--- config.mk ---
export PLATFORM = sky130hd
export DESIGN_NAME = tick_gen
export DESIGN_NICKNAME = d
export VERILOG_FILES = /design/src/rtl/scan_buffer_model_tick_gen.sv
export SDC_FILE = /design/constraint.sdc
export NUM_CORES = 1
export LEC_CHECK = 0
export CAP_MARGIN = 0
export CORE_MARGIN = 5
export CORE_UTILIZATION = 54
export DETAILED_ROUTE_END_ITERATION = 16
export PLACE_DENSITY = 0.76
export SLEW_MARGIN = 40
export SYNTH_ARGS = -nofsm -noshare
export SYNTH_HDL_FRONTEND = slang
export SYNTH_SLANG_ARGS = --single-unit
--- constraint.sdc ---
create_clock -name clk -period 2 [get_ports clk]
set_input_delay 0.4 -clock clk [delete_from_list [all_inputs] [get_ports clk]]
set_output_delay 0.4 -clock clk [all_outputs]
set_load 0.02 [all_outputs]
--- src/rtl/scan_buffer_model_tick_gen.sv ---
// Update-tick divider: clock enable high one cycle in every TICK_DIV.
// Ports: clk, rst (async, active-low), tick (registered strobe).
module tick_gen #(
    parameter int TICK_DIV = 4194304
) (
    input  logic clk,
    input  logic rst,
    output logic tick
);

    localparam int DW = (TICK_DIV > 1) ? $clog2(TICK_DIV) : 1;
    localparam logic [DW-1:0] LAST = DW'(TICK_DIV - 1);

    logic [DW-1:0] div_q;
    logic [DW-1:0] div_d;
    logic          tick_q;
    logic          tick_d;

    // tick is registered from the next divider value, so it is high in
    // exactly the cycle the divider holds LAST, yet stays low in reset.
    always_comb begin
        div_d  = (div_q == LAST) ? '0 : div_q + DW'(1);
        tick_d = (div_d == LAST);
    end

    always_ff @(posedge clk or negedge rst) begin
        if (!rst) begin
            div_q  <= '0;
            tick_q <= 1'b0;
        end else begin
            div_q  <= div_d;
            tick_q <= tick_d;
        end
    end

    assign tick = tick_q;

endmodule

# Word-level counts from Yosys, hierarchy flattened
# Index checks and enable logic that the tools add are counted.
totals:
  wordCells: 6
  ff_bits: 23
  in_bits: 2
  output_inout_bits: 1
op_classes:
  n_mux: 1
  n_eq_ne: 2
  n_addsub: 1
ops:
  columns: ["operator", "n"]
  rows:
  - ["$eq 22x22->1 const B", 2]
  - ["$add 22x1->22 const B", 1]
  - ["$mux 22", 1]

# Longest topological paths before layout
depth:
  depth_word: 3
  ltp_mapped: 7
  ltp_nobuf: 6

# Worst setup path before layout
# No wires, ideal clock.
synth_timing:
  kind: "register to register"
  start: "register div_q[0]"
  end: "register tick_q, in the netlist tick"
  stages_incl_launch_ff: 8
  t_arrival_ps: 1887
  n_path_buf: 1
  setup_time_ps: 101
  period_less_slack_ps: 1988
  required_ps: 1899
  slack_ps: 12
  cell_sequence: "dfrtp_1 -> ha_1 -> clkbuf_1 -> nand4_1 -> or4_1 -> a22oi_1 -> nand4_1 -> nor4_1"
synth_between:
  elab_chain_len: 3
  elab_cells_between_ends: 4
  cone_classes: "add/sub (1); eq/ne (2); mux (1)"
synth_lines:
  columns: ["element", "line_no", "rtl"]
  rows:
  - ["start, declared", "14", "logic [DW-1:0] div_q;"]
  - ["start signal, assigned", "31", "div_q <= div_d;"]
  - ["$add 22x1->22 / $eq 22x22->1 (equally long branches)", "22", "div_d = (div_q == LAST) ? '0 : div_q + DW'(1);"]
  - ["$mux 22 *", "22", null]
  - ["$eq 22x22->1 *", "23", "tick_d = (div_d == LAST);"]
  - ["via tick_d", "17", "logic tick_d;"]
  - ["end signal, assigned", "32", "tick_q <= tick_d;"]
  - ["end, declared", "16", "logic tick_q;"]
# The timed path passes the listed nets; every way through them passes the cells marked *.

# Final worst setup path
# Same ends and word-level chain as after synthesis.

==> results.py <==
metrics = {
    "critical_path": {
        "critPathMaxFanout": 6,
        "path_cells": "ha_2 > nand4_1 > or4_4 > a22oi_2 > nand4_1 > nor4_2",
        "r2r-start": "div_q[0]",
        "path_common_cell": "nand4_1",
        "start_kind": "flip-flop",
        "worst-r2r-setup-slack_ns": 0.06,
        "slowest_delay_ns": 0.45,
        "cp.arrival_ns": 2.17,
        "worstPathRequired_ns": 2.23,
        "cp-end-kind": "flip-flop",
        "reg2reg_depth": 6,
        "crit_path_top_delay_cell": "dfrtp_2",
        "r2r-end": "tick",
        "worstSetupPathType": "flip-flop to flip-flop",
    },
    "power": {
        "power.switching_uw": 152,
        "p_seq_share_pct": 66.9,
        "p_comb_share_pct": 1.7,
        "p_sw_share_pct": 21.9,
        "power.density_nw_per_um2": 431,
        "intPower_uw": 543,
        "p_leak_uw": 0.000653,
        "ir_worst_vdd_mv": 0.405,
        "power_frac_clock_pct": 31.4,
    },
    "job": {
        "maxCapViolations": 0,
    },
    "route": {
        "wl_per_cell_um": 15.8,
        "drtIter0Drc": 31,
        "via_per_inst": 6.15,
        "via_count": 1194,
        "dr.pass1.iters": 4,
        "ant_nets": 0,
        "post-route-drc-count": 0,
        "routed_wl_um": 3070,
    },
    "die": {
        "io_pins": 3,
        "die_h_um": 59.4,
        "core_um2": 2410,
        "die_w_um": 59.4,
        "initial_core_util_pct": 54.8,
        "die_area_um2": 3530,
        "rows": 18,
    },
    "clocking": {
        "h-tree-depth": 1,
        "cts_setup_buffers": 0,
        "clock_latency_ns": 0.31,
        "clkTransAtPathRegs_ns": 0.13,
        "root_buffer": "clkbuf_4",
        "cts_hold_buf": 0,
        "clockBufferDepth": 2,
        "clock-sinks": 23,
        "tritoncts": "built",
        "cts_buffers": 3,
    },
    "run_status": {
        "status": "finished, final reports clean",
    },
    "synthesis": {
        "synth_edf_count": 0,
        "syn_nets": 147,
        "synthFlopType": "dfrtp_1",
        "synth_seq_area_share_pct": 43.6,
        "postSynthCellCount": 143,
        "synth_area_leaders": "dfrtp_1 44%, xnor2_1 6.0%, nand4_1 4.3%, nor2_1 4.0%, nor4_1 3.8%",
        "synth_cell_type_count": 38,
        "syn_avg_cell_area_um2": 9.23,
        "ys_seq_elements": 23,
        "netlist.area_leader.share_pct": 43.6,
        "yosys_warnings": 0,
        "netlist_area_um2": 1320,
        "synth_top_area_cell": "dfrtp_1",
        "synthArstFlopShare_pct": 100,
    },
    "sta": {
        "slew_violations": 0,
        "setup_viol": 0,
        "finalCritPeriodShare_pct": 96.8,
        "max_freq_ghz": 0.516,
        "slew_headroom_pct": 71.4,
        "worst_slew_pin_slew_ns": 0.424,
        "hold_viol_final": 0,
        "finClkSkew_ns": 0.00180,
        "min_period_ns": 1.94,
    },
    "grt": {
        "antenna_found_initial": 0,
        "grt_pass1_wl_um": 5030,
        "grt-ovfl-total": 0,
        "grt_pass1_vias": 1130,
        "track_usage_pct": 19.0,
        "grt_max_degree": 24,
    },
    "layout": {
        "final_common_cell": "buf_4",
        "area_growth_syn_to_layout_pct": 22.0,
        "drive_above_1_share_pct": 27.4,
        "layout_common_cells": "22 x buf_4, 21 x dfrtp_1, 14 x nor2_1",
        "finish.utilization_pct": 66.8,
        "post_layout_nonfiller_instances": 194,
        "layout.nets": 169,
        "antenna_cells": 0,
    },
    "placed_design": {
        "dp_hpwl_um": 2280,
        "place_congestion": 0.943,
        "port_buffers": 2,
        "dp_cells": 190,
    },
    "min_path": {
        "min_path_type": "input port to async pin",
    },
}
[layer usage]
metal	wire length [um]	vias to the layer above	global-route usage, %	share of wire, %
met5	0	-	0	0
met3	158	7	2.18	5.2
li1	-	560	-	-
met1	1260	583	23.8	41
met2	1590	44	33.7	52
met4	57	0	5.83	1.9
[what timing repair did]
item | CTS | global route
resized for setup | 2 | 14
endpoints found under the hold margin | 0 | 0
endpoints found under the setup margin | 1 | 11
[sequential cells by signal (all words and copies together) (netlist names)]
name   flops
div_q     22
tick       1
[kinds of logic (layout without fill, tap and decap cells)]
logic type      Yosys count  in the layout  share of synthesized area, %
fa+ha+maj                 2              2                          1.90
flops                    23             23                          43.6
simple gates             66             66                          28.5
buf+inv                  16             37                          5.12
compound gates           22             22                          11.6
xor+xnor                 14             14                          9.29
[cell type report]
class / instances / area (um^2)
repair buffers: 25 / 196
flip-flops and latches: 23 / 578
inverters: 8 / 30.0
fillers: 188 / 800
clock inverters: 1 / 5.00
multi-input cells: 104 / 741
well taps: 30 / 37.5
clock buffers: 3 / 22.5
[power by group through the flow]
stage | clock network (uW) | logic, uW | registers, uW
after detailed placement | 0 | 12.3 | 474
after global placement | 0 | 12.4 | 474
after CTS | 225 | 12.4 | 465
after floorplan | 0 | 0.000207 | 474
after global routing | 244 | 13.8 | 465
final | 218 | 11.7 | 465
[how the worst max path moves through the flow]
stage,startpoint,to,slack [ns],cells past startpoint
after floorplan,div_q[0],tick,0.01,7
after global placement,div_q[0],tick,0.005,6
after detailed placement,div_q[0],tick,-0.09,6
after CTS,div_q[5],div_q[9],0.007,5
after global routing,div_q[0],tick,-0.006,6
final,div_q[0],tick,0.06,6
[synthesized netlist by cell type (all sizes together) (2+ instances only)]
library cell and instances:
nor2b 2, dfrtp 23, inv 8, nor2 14, clkbuf 4, a21oi 6, o21ai 2, xor2 5
nand4 10, nor4 9, or4 3, nor3 3, buf 4, xnor2 9, nand2 7, and2 2
ha 2, o31ai 2, nand3 9, o21bai 2, or2 3
[metrics by stage]
stage / hold slack (ns) / setup TNS, ns / power (uW) / setup WS, ns / area [um^2]
after detailed placement: 0.568 / -0.0880 / 486 / -0.0880 / 1510
final: 0.418 / 0 / 695 / 0.0630 / 1610
after CTS: 0.420 / 0 / 702 / 0.00689 / 1540
after floorplan: 0.104 / 0 / 474 / 0.0116 / 1320
after global placement: 0.565 / 0 / 486 / 0.00540 / 1510
after global routing: 0.427 / -0.00569 / 723 / -0.00569 / 1610
[worst max-delay path, delay by kind of cell, from the launching register on]
family,cells,cell delay [ns]
compound gates,1,0.20
fa+ha+maj,1,0.21
flops,1,0.45
simple gates,4,0.99
Note: power is estimated with default switching activity, not from simulation.
==> RTL edit 1, RTL diff (same flow settings) <==
Make the reset (`rst`) synchronous in one clocked block. Comments in the files are not updated.
--- a/src/rtl/scan_buffer_model_tick_gen.sv
+++ b/src/rtl/scan_buffer_model_tick_gen.sv
@@ -24,5 +24,5 @@
     end
 
-    always_ff @(posedge clk or negedge rst) begin
+    always_ff @(posedge clk) begin
         if (!rst) begin
             div_q  <= '0;
Formal check against the unedited RTL: no difference found for any inputs over 10 cycles, from zero or initial values and one cycle with rst low; that may be too few to reach the edited logic, so the function may still have changed.
==> RTL edit 1 against the unedited design <==
Clock skew increased by 0.0016 ns; global-route usage is 0.53 points lower; worst setup slack improved by 0.069 ns; sequential cell count unchanged; synthesized area is 1.2% lower; wire length down 7.1%; design area decreased by 9.7%.
Power is not compared: it rests on default switching activity, and its combinational part moved more than twofold at a synthesized area within 25%.
==> RTL edit 1: results (changes against the unedited design) <==
metric;value;unit;change
Tot GR Track Use;18.4;%;was 19.0%
post-cts resize count;0;;was 2
dpl cell area;0.00143;mm2;was 0.00151 mm2
nets;167;;was 169
relative slew slack;76.0;%;was 71.4%
final wirelength;2850;um;was 3070 um
min-delay worst type;register to register;;was input pin to asynchronous set/reset pin
total chip power;0.723;mW;
fraction of layout cells with a size suffix above 1;17.9;%;was 27.4%
asr flop ratio synth;0;%;was 100%
YS warnings;0;;unchanged
diodes inserted;0;;unchanged
register area share after synthesis;35.3;%;was 43.6%
largest fanout on the critical path;10;;was 6
DR iter-0 viols;57;;was 31
Worst EP arrival;2.07;ns;was 2.17 ns
P_seq;0.466;mW;
first drt pass iteration count;4;;unchanged
largest net degree at the start of global routing;13;;was 24
vias in the first global route;1035;;was 1130
PortBufs;2;;unchanged
outcome;finished clean;;unchanged
Clock transition at path regs;0.11;ns;was 0.13 ns
Post-Syn Nets;151;;was 147
final clock skew;0.00343;ns;was 0.00180 ns
DP HPWL;2230;um;was 2280 um
Setup WS pre-CTS;0.151;ns;was -0.0880 ns
first-pass GRT wire length;4970;um;was 5030 um
Vias/cell;6.11;;was 6.15
Placer Congestion;0.908;;was 0.943
Synth top cells by count;dfxtp_1 (23), nor2_1 (19), xnor2_1 (11);;was dfrtp_1 (23), nor2_1 (14), nand3_1 (9), nand4_1 (9), xnor2_1 (9)
final setup fails;0;;unchanged
Cell variety after synth;42;;was 38
Net Switching;0.160;mW;
top post-synthesis cells by area;dfxtp_1 (35%), xnor2_1 (7.4%), nor2_1 (5.5%), nand3_1 (3.8%), nor3_1 (3.5%);;was dfrtp_1 (44%), xnor2_1 (6.0%), nand4_1 (4.3%), nor2_1 (4.0%), nor4_1 (3.8%)
maximum VDD drop;0.473;mV;
==> RTL edit 1: critical path, cell delays in order, from the launching register on <==
cell	delay (ns)
dfxtp_1	0.44
nand4_1	0.22
or4_4	0.56
o21ai_4	0.29
buf_4	0.21
nor2_1	0.05
==> RTL edit 1: final cells by class <==
class                      count  area [um2]
tap                           28        35.0
sequential                    23         462
fill                         198         801
timing repair buffer          16         125
multi-input combinational    114         787
clock buffer                   4        26.3
inverter                       5        18.8
==> RTL edit 1: layer usage <==
| layer | track usage [%] | share of wire (%) | up-vias |
|---|---|---|---|
| li1 | - | - | 560 |
| met1 | 25.2 | 46 | 554 |
| met2 | 29.2 | 47 | 43 |
| met3 | 5.01 | 6.4 | 4 |
| met4 | 3.56 | 0.74 | 0 |
| met5 | 0 | 0 | - |
==> RTL edit 1: final timing paths <==
check                           slack, ns        end  cells past startpoint      start
worst min register to register       0.56  div_q[13]                      2  div_q[13]
worst min-delay path                 0.56  div_q[13]                      2  div_q[13]
worst max register to register       0.13  div_q[15]                      5  div_q[13]
worst max-delay path                 0.13  div_q[15]                      5  div_q[13]
==> RTL edit 1: kinds of logic (layout without fill, tap and decap cells) <==
| group | Yosys count | in the layout | synth area share (%) |
|---|---|---|---|
| AO/OA/AOI/OAI | 19 | 19 | 10.8 |
| adder cells (fa/ha/maj) | 2 | 2 | 1.92 |
| buffers and inverters | 10 | 25 | 4.32 |
| flip-flops | 23 | 23 | 35.3 |
| AND/OR/NAND/NOR | 77 | 77 | 36.9 |
| XOR/XNOR | 16 | 16 | 10.7 |
==> RTL edit 1: stage by stage <==
step                std cells  util [%]
global placement          186      63.3
global route              190      64.5
detailed placement        186      63.3
floorplan                 147         -
finish                    190      64.5
CTS                       190      64.4
==> RTL edit 2, RTL diff (same flow settings) <==
Made on the original files. `TICK_DIV`: 4194304 -> 2097152.
--- a/src/rtl/scan_buffer_model_tick_gen.sv
+++ b/src/rtl/scan_buffer_model_tick_gen.sv
@@ -2,5 +2,5 @@
 // Ports: clk, rst (async, active-low), tick (registered strobe).
 module tick_gen #(
-    parameter int TICK_DIV = 4194304
+    parameter int TICK_DIV = 2097152
 ) (
     input  logic clk,
Function: no difference found for any inputs over 10 cycles, from zero or initial values and one cycle with rst low; that may be too few to reach the edited logic, so the function may still have changed.
==> RTL edit 2 against the unedited design <==
Wire length down 14%; power up 0.73%; worst hold slack better by 0.0058 ns; sequential share of layout area up 3.0 points; sequential cell count down 1; synthesized area down 4.5%; clock skew about the same; design area down 12%; worst setup slack better by 0.0054 ns; sequential power down 4.3%; largest power group unchanged; final cell count down 13%.
==> RTL edit 2: results (changes against the unedited design) <==
metric;value;unit;change
bufs w/o clock;14;;was 25
adder-cell share of the synthesized area;0.993;%;was 1.90%
register area share after synthesis;43.7;%;was 43.6%
Worst EP arrival;2.14;ns;was 2.17 ns
DP HPWL;1940;um;was 2280 um
Synth top cells by count;dfrtp_1 (22), nor2_1 (14), nand2_1 (10);;was dfrtp_1 (23), nor2_1 (14), nand3_1 (9), nand4_1 (9), xnor2_1 (9)
vias in the first global route;981;;was 1130
reg2reg start;div_q[1];;was div_q[0]
worst-margin pin slew;0.276;ns;was 0.424 ns
Clock Network Area Fraction;2.57;%;was 1.71%
Seq area share;38.9;%;was 35.9%
sequential power share;63.5;%;was 66.9%
largest net degree at the start of global routing;23;;was 24
Tot GR Track Use;17.2;%;was 19.0%
WL/cell;15.5;um;was 15.8 um
synthesized area per cell;9.69;um2;was 9.23 um2
outcome;finished clean;;unchanged
Placer Congestion;0.892;;was 0.943
Layout non-clock buf frac;7.79;%;was 12.2%
first-pass GRT wire length;4530;um;was 5030 um
vias after detailed routing;1012;;was 1194
top post-synthesis cells by area;dfrtp_1 (44%), xor2_1 (6.3%), xnor2_1 (4.9%), nor2_1 (4.2%), nand4_1 (3.5%);;was dfrtp_1 (44%), xnor2_1 (6.0%), nand4_1 (4.3%), nor2_1 (4.0%), nor4_1 (3.8%)
largest fanout on the critical path;5;;was 6
post-cts resize count;0;;was 2
max FFs per register;21;;was 22
placed cells;165;;was 190
clk_buf instances;4;;was 3
first drt pass iteration count;6;;was 4
compound-cell area share of the yosys netlist;11.9;%;was 11.6%
maximum VDD drop;0.512;mV;was 0.405 mV
Worst Setup SP;div_q[1];;was div_q[0]
Pleak;0.587;nW;was 0.653 nW
Signal inverters;3;;was 8
DR iter-0 viols;19;;was 31
RTL edit 2: critical path, cell delays in order, from the launching register on:
cell,delay [ns]
dfrtp_1,0.38
ha_1,0.20
and3_2,0.27
nand3b_1,0.09
a21o_1,0.18
a2111o_1,0.42
a2111oi_2,0.28
RTL edit 2: per-stage QoR:
step | util, % | setup WS [ns] | hold WS (ns) | power (mW) | area, um2
2_1_floorplan | - | 0.0477 | 0.104 | 0.453 | 1260
3_3_place_gp | 61.5 | 0.161 | 0.477 | 0.465 | 1360
3_5_place_dp | 61.5 | 0.115 | 0.503 | 0.466 | 1360
4_1_cts | 63.2 | 0.0407 | 0.432 | 0.705 | 1400
5_1_grt | 63.9 | -0.0308 | 0.449 | 0.723 | 1410
6_report | 63.9 | 0.0684 | 0.423 | 0.700 | 1410
RTL edit 2: routing by layer:
layer  up-vias  part of all wire, %  track usage (%)
li1        493                    -                -
met1       487                   46             23.4
met2        26                   49             27.9
met3         6                  3.9             2.19
met4         0                  1.6             6.29
met5         -                    0                0
